<file path="src/rtl/irq_prio_ctrl_pkg.sv">
// Shared defaults and FSM state encoding for the interrupt priority controller.
package irq_prio_pkg;
  localparam int DEF_N_REQ = 4;
  localparam int DEF_IDX_W = 2;

  typedef enum logic {
    IDLE  = 1'b0,
    GRANT = 1'b1
  } irq_state_t;
endpackage

</file>
<file path="src/rtl/irq_prio_ctrl_prio_sel.sv">
// Combinational highest-index selector: reports the top set bit and whether any bit is set.
module prio_sel #(
  parameter int N_REQ = 4,
  parameter int IDX_W = 2
) (
  input  logic [N_REQ-1:0] i_vec,
  output logic [IDX_W-1:0] o_idx,
  output logic             o_any
);
  // Scan upward so the last (highest) set bit overrides the lower ones.
  always_comb begin
    o_idx = '0;
    for (int i = 0; i < N_REQ; i++)
      if (i_vec[i]) o_idx = IDX_W'(i);
  end

  assign o_any = |i_vec;
endmodule

</file>
<file path="src/rtl/irq_prio_ctrl.sv">
// Sticky-pending interrupt controller with valid/ack grant handshake.
// Optional build macro IRQ_PRIO_CTRL_EDGE_EN: capture only rising edges of req
// instead of levels.
module irq_prio_ctrl
  import irq_prio_pkg::*;
#(
  parameter int N_REQ = DEF_N_REQ,
  parameter int IDX_W = DEF_IDX_W
) (
  input  logic             clk,
  input  logic             rst,
  input  logic [N_REQ-1:0] req,
  input  logic [N_REQ-1:0] mask,
  output logic             irq_valid,
  output logic [IDX_W-1:0] irq_idx,
  input  logic             irq_ack,
  output logic [N_REQ-1:0] pend,
  output logic [N_REQ-1:0] lost,
  input  logic             lost_clr
);
  irq_state_t       r_state, w_state_nxt;
  logic [IDX_W-1:0] r_idx, w_idx_nxt;
  logic [N_REQ-1:0] r_pend, r_lost;
  logic [N_REQ-1:0] w_cap, w_clr, w_ovf;
  logic [IDX_W-1:0] w_sel_idx;
  logic             w_sel_any;

`ifdef IRQ_PRIO_CTRL_EDGE_EN
  logic [N_REQ-1:0] r_req_q;

  // Previous-cycle copy of req for rising-edge detection.
  always_ff @(posedge clk or posedge rst)
    if (rst) r_req_q <= '0;
    else     r_req_q <= req;

  assign w_cap = req & ~r_req_q & mask;
`else
  assign w_cap = req & mask;
`endif

  // Only enabled pending bits compete for the grant.
  prio_sel #(.N_REQ(N_REQ), .IDX_W(IDX_W)) u_sel (
    .i_vec (r_pend & mask),
    .o_idx (w_sel_idx),
    .o_any (w_sel_any)
  );

  // Next-state, latched index and clear-on-ack decode; ack outside GRANT does nothing.
  always_comb begin
    w_state_nxt = r_state;
    w_idx_nxt   = r_idx;
    w_clr       = '0;
    irq_valid   = 1'b0;
    case (r_state)
      IDLE: begin
        if (w_sel_any) begin
          w_idx_nxt   = w_sel_idx;
          w_state_nxt = GRANT;
        end
      end
      GRANT: begin
        irq_valid = 1'b1;
        if (irq_ack) begin
          w_clr[r_idx] = 1'b1;
          w_state_nxt  = IDLE;
        end
      end
      default: w_state_nxt = IDLE;
    endcase
  end

  // A new capture on a still-pending bit that is not being serviced is an overflow.
  assign w_ovf = w_cap & r_pend & ~w_clr;

  // FSM state and the presented index.
  always_ff @(posedge clk or posedge rst)
    if (rst) begin
      r_state <= IDLE;
      r_idx   <= '0;
    end else begin
      r_state <= w_state_nxt;
      r_idx   <= w_idx_nxt;
    end

  // Pending and lost vectors: capture beats clear, overflow beats lost_clr.
  always_ff @(posedge clk or posedge rst)
    if (rst) begin
      r_pend <= '0;
      r_lost <= '0;
    end else begin
      r_pend <= (r_pend & ~w_clr) | w_cap;
      r_lost <= (lost_clr ? '0 : r_lost) | w_ovf;
    end

  assign irq_idx = r_idx;
  assign pend    = r_pend;
  assign lost    = r_lost;
endmodule

</file>
<file path="config.mk">
export PLATFORM = sky130hd
export DESIGN_NAME = irq_prio_ctrl
export DESIGN_NICKNAME = d
export VERILOG_FILES = /design/src/rtl/irq_prio_ctrl_pkg.sv /design/src/rtl/irq_prio_ctrl_prio_sel.sv /design/src/rtl/irq_prio_ctrl.sv
export SDC_FILE = /design/constraint.sdc
export NUM_CORES = 1
export LEC_CHECK = 0
export CAP_MARGIN = 20
export CORE_AREA = 2 2 39 41
export DETAILED_ROUTE_END_ITERATION = 10
export DIE_AREA = 0 0 41 43
export PLACE_DENSITY = 0.72
export SYNTH_ARGS = -nofsm -noshare
export SYNTH_HDL_FRONTEND = slang
export SYNTH_SLANG_ARGS = --single-unit
</file>
<file path="constraint.sdc">
create_clock -name clk -period 1.9 [get_ports clk]
set_clock_uncertainty 0.1 [all_clocks]
set_input_delay 0.38 -clock clk [delete_from_list [all_inputs] [get_ports clk]]
set_output_delay 0.38 -clock clk [all_outputs]
set_load 0.1 [all_outputs]
</file>
Yosys cells after proc, flatten, opt, wreduce, memory -nomap -nowiden
Cells that the tools add are included.
{"block": "word_totals", "elab_cells": 30, "output_inout_bits": 11, "regBits": 11, "input_bits": 12}
{"block": "classes", "n_mux": 12, "n_lt_le_gt_ge": 2, "n_reduce_logical": 3, "n_bitwise": 9}
{"op": "4-bit AND", "count": 5}
{"op": "4-bit 2-to-1 mux", "count": 3}
{"op": "4-bit OR", "count": 2}
{"op": "1-bit 2-to-1 mux", "count": 5}
{"op": "2-bit 2-to-1 mux", "count": 2}
{"op": "4-bit NOT", "count": 1}
{"op": "4-bit OR reduction", "count": 1}
{"op": "2-bit by 3-bit less-than comparator with 1-bit output, second input constant", "count": 1}
{"op": "1-bit demux with 2-bit select", "count": 1}
{"op": "2-bit by 1-bit >= comparator with 1-bit output, second input constant", "count": 1}
{"op": "1-bit case mux with 2 select lines", "count": 1}
{"op": "2-bit AND reduction", "count": 1}
{"op": "1-bit logical AND", "count": 1}
{"op": "1-bit NOT", "count": 1}

Logic depth before layout (Yosys ltp)
{"block": "depth", "word_depth": 9, "mapped_depth": 3, "mapped_depth_nobuf": 3}

Modules after synthesis
Synthesis repeated with hierarchy kept, for this count alone.
{"block": "hier_totals", "hier_cells": 43, "area_unflattened_um2": 515.5}
{"module": "irq_prio_ctrl", "seq_area_each_um2": 275.3, "area_per_inst_um2": 491.7, "cells_per_inst": 39, "instances": 1}
{"module": "prio_sel", "seq_area_each_um2": 0.0, "area_per_inst_um2": 23.8, "cells_per_inst": 4, "instances": 1}

Worst setup path after synthesis
No wires, ideal clock.
{"block": "synth_path", "path_type": "register to register", "from": "register r_pend[0], in the netlist pend[0]", "to": "register r_idx[0], in the netlist irq_idx[0]", "setup_time_ps": 127, "setup_slack_ps": 149, "t_arrival_ps": 1525, "synth_period_minus_slack_ps": 1751, "stages_incl_launch_ff": 4, "n_path_buf": 0, "required_time_ps": 1673, "path_cell_list": "dfrtp_1 nand2_1 o2bb2ai_1 a221o_1"}
{"block": "synth_via", "elab_chain_cells": 3}
{"element": "start, declared", "line_no": "irq_prio_ctrl.sv:23", "rtl": "logic [N_REQ-1:0] r_pend, r_lost;"}
{"element": "start signal, assigned", "line_no": "irq_prio_ctrl.sv:91", "rtl": "r_pend <= (r_pend & ~w_clr) | w_cap;"}
{"element": "4-bit AND", "line_no": "irq_prio_ctrl.sv:43", "rtl": ".i_vec (r_pend & mask),"}
{"element": "4-bit OR reduction", "line_no": "irq_prio_ctrl_prio_sel.sv:17", "rtl": "assign o_any = |i_vec;"}
{"element": "2-bit AND reduction (no line)"}
{"element": "end signal, assigned", "line_no": "irq_prio_ctrl.sv:82", "rtl": "r_idx <= w_idx_nxt;"}
{"element": "end, declared", "line_no": "irq_prio_ctrl.sv:22", "rtl": "logic [IDX_W-1:0] r_idx, w_idx_nxt;"}
No other way between the ends.
A chain may end at the register's enable or synchronous reset.

Final worst setup path
{"block": "layout_path", "from": "register r_state", "to": "output irq_valid"}
{"block": "layout_via", "elab_chain_cells": 1}
{"element": "start, declared", "line_no": "irq_prio_ctrl.sv:21", "rtl": "irq_state_t r_state, w_state_nxt;"}
{"element": "start signal, assigned", "line_no": "irq_prio_ctrl.sv:81", "rtl": "r_state <= w_state_nxt;"}
{"element": "1-bit 2-to-1 mux", "line_no": "irq_prio_ctrl.sv:54", "rtl": "case (r_state)"}
{"element": "end, declared", "line_no": "irq_prio_ctrl.sv:14", "rtl": "output logic irq_valid,"}
No other way between the ends.

==> results.rst <==
.. list-table::
   :header-rows: 1

   * - Metric
     - Value
   * - Result of the run
     - completed
   * - Sequential fraction of the synthesis area
     - 58.2%
   * - Post_cts resized
     - 0
   * - Worst slack, placed
     - about 0.29 ns
   * - Critical Path Source Type
     - register
   * - Arrival time reported for the critical path endpoint
     - around 1.0 ns
   * - Routed WL
     - 1220 um
   * - Number of global-route vias before repair
     - 464
   * - Multi-input combinational cell area
     - 175 um^2
   * - Tightest Hold Check Type
     - primary input to asynchronous set/reset pin
   * - Antenna diode instance count
     - 0
   * - Flip-flop and latch area
     - 275 um^2
   * - WL per Instance
     - 13.5 um
   * - Final-layout setup total negative slack
     - 0 ns
   * - First DRT Iteration DRCs
     - 14
   * - Distinct cell type count of the synthesized netlist
     - 13
   * - Initial DRT Pass Iterations
     - 4
   * - Max incr delay on CP
     - about 0.54 ns
   * - Estimated wirelength of the detail-placed design
     - 904 um
   * - Combinational family with the most area after synthesis
     - compound AO/OA/AOI/OAI gates
   * - Compound-cell area share of the yosys netlist
     - 23.5%
   * - Arithmetic-cell share of the synthesized area counting full adders, half adders and majority gates
     - 0%
   * - Cell with the most instances after synthesis
     - nand2_1
   * - Final weighted congestion in routability-driven placement
     - 0.844
   * - Reg-to-reg critical path endpoint
     - lost[3]$_DFF_PP0_
   * - Number of clock sinks
     - 11
   * - Setup slack, reg-to-reg
     - 0.65 ns
   * - Number of port buffers
     - 22
   * - Maximum level of the CTS H-tree
     - 1
   * - Fraction of the mapped netlist area in simple logic gates
     - roughly 13%
   * - Dominant synthesized flop cell
     - dfrtp_1
   * - Cell type with the largest total area after synthesis
     - dfrtp_1
   * - Clock latency of the later-clocked register in the worst-skew pair
     - 0.27 ns
   * - Post-CTS setup-driven buffer insertion count
     - 0
   * - Required time of the critical path
     - 1.42 ns
   * - Die outline height
     - ~43 um
   * - Post-synthesis xor/xnor area fraction
     - 0%
   * - Syn Nets
     - 60
   * - Final worst path period need
     - 1.52 ns
   * - Final antenna-violating net count
     - 0
   * - Initial antenna violation count
     - 0
   * - Global-route wire length before repair
     - 1940 um
   * - Top achievable clock speed
     - 0.658 GHz
   * - Initial core utilization
     - 34.2%
   * - Clock tree root driver cell
     - clkbuf_4
   * - Unrepaired setup endpoints after global routing
     - no
   * - Power per unit of standard cell area
     - 1990 nW/um^2
   * - Leak Pwr
     - around 0.38 nW
   * - Clock input transition at the sequential cells of the worst setup and hold paths
     - 0.07 ns
   * - Number of vias per cell
     - slightly above 5
   * - Async set or reset register ratio after synthesis
     - 100%
   * - Total number of vias
     - 457
   * - Setup Crit Path Kind
     - register to output port
   * - Die Span X
     - 41 um
   * - Share of the clock period used by the worst path
     - 80.0%
   * - Total die area
     - 1760 um^2
   * - Core area
     - 1380 um^2
   * - IR drop worst, VDD
     - between 0.0007 and 0.0008 V
   * - Number of enable flip-flop cells after synthesis
     - 0
   * - Leftover overflow at the end of global routing
     - 0
   * - Ordered cell list for the critical path
     - buf_12
   * - Synth warn
     - 0
   * - TritonCTS clock tree
     - built
   * - Critical Path Fanout Max
     - 9
   * - Cell depth of the worst flop-to-flop path
     - 3
   * - I/O pin cnt
     - 23
   * - Nets
     - 87
   * - Maximum count of clock buffers along a single path
     - 2
   * - Top post-synthesis cells by area
     - dfrtp_1, nand2_1, o22ai_1
   * - Post-synth top cells
     - nand2_1, dfrtp_1, inv_1
   * - CP delay by family, top
     - flip-flops
   * - Number of clock buffers inserted by TritonCTS
     - 3
   * - Worst path bufs/invs
     - 1
   * - Netlist Area Pre-Place
     - between 400 and 500 um^2
   * - Headroom to the max-slew limit
     - 73.8%
   * - Signed area change from the synthesized netlist to the final layout
     - 79.6%
   * - Slowest cell on crit path
     - dfrtp_1
   * - Endpoints failing hold
     - 0
   * - Launch instance of the worst register-to-register path
     - r_state$_DFF_PP0_
   * - Global-route total usage across every layer
     - ~17%
   * - Transition time of the tightest slew-check pin
     - slightly below 0.4 ns
   * - Worst setup margin
     - 0.381 ns
   * - Proportion of layout cells with a drive suffix above 1
     - 23.0%
   * - Final-report setup violation count
     - 0
   * - Filler Cells Inserted
     - 125
   * - Mapped Avg Cell Area
     - 9.85 um^2
   * - Row cnt
     - 14
   * - Max-slew violation count
     - 0
   * - Synthesized flop and latch total
     - 11
   * - Worst setup EP type
     - output port
   * - Hold_buf cts
     - 0
   * - MaxCap Viol Count
     - 0
   * - Post-detailed-route DRC marker count
     - 0
   * - Cell count after synthesis
     - 48
   * - Largest net degree at the start of global routing
     - 12
   * - Mux cell area share after synthesis
     - 0%
   * - Area fraction of the dominant cell type after synthesis
     - 58.2%
   * - Layout Utilization
     - 61.4%
-- placed cells by master (no fill, tap or decap) --
cell / count
nand2_1: 13
clkdlybuf4s50_1: 11
dfrtp_1: 11
buf_12: 11
inv_1: 6
o21ai_0: 4
o22ai_1: 4
clkbuf_4: 3
o31ai_2: 2
a22oi_1: 2
o2bb2ai_1: 1
nor2_1: 1
a221o_1: 1
nand3_1: 1
nand2_2: 1
o21a_1: 1
clkbuf_1: 1
-- stage by stage --
stage	hold slack, ns	instances	total power [mW]	cell area [um^2]
2_1_floorplan	0.132	48	1.09	473
3_3_place_gp	0.467	86	1.52	823
3_5_place_dp	0.469	86	1.53	823
4_1_cts	0.307	90	1.69	850
5_1_grt	0.352	90	1.74	850
6_report	0.289	90	1.69	850
-- routing by layer --
metal	GRT usage, %	routed length [um]	vias to the layer above
met1	21.9	521	214
li1	-	-	220
met2	24.1	581	18
met5	0	0	-
met4	10.0	38	0
met3	3.14	73	5
-- state kept, by name, indices dropped and copies added, names as in the netlist --
register  count
irq_idx       2
lost          4
pend          4
r_state       1
-- power breakdown --
group	internal (mW)	switching [mW]
Sequential	0.310	0.140
Combinational	0.381	0.695
Clock	0.0814	0.0790
Total	0.773	0.914
-- final cells by class --
cell class / count / area share, %
flip-flops and latches: 11 / 32.4
clock buffers: 4 / 3.09
inverters: 6 / 2.65
repair buffers: 22 / 38.9
well taps: 16 / 2.36
multi-input cells: 31 / 20.6
-- how the worst max path moves through the flow --
stage                                  from                endpoint  slack (ns)  cells past startpoint
after CTS                 r_state$_DFF_PP0_               irq_valid        0.38                      1
after floorplan           pend[0]$_DFF_PP0_  irq_idx[0]$_DFFE_PP0P_        0.15                      3
after global routing      r_state$_DFF_PP0_               irq_valid        0.35                      1
final                     r_state$_DFF_PP0_               irq_valid        0.38                      1
after detailed placement            mask[0]  irq_idx[0]$_DFFE_PP0P_        0.29                      4
after global placement              mask[0]  irq_idx[0]$_DFFE_PP0P_        0.30                      4
-- cell families after synthesis --
| family | after synthesis |
|---|---|
| buffers and inverters | 6 |
| AOI/OAI and AO/OA | 15 |
| DFF | 11 |
| and+or+nand+nor | 16 |
Power figures use the tool's default switching activity.
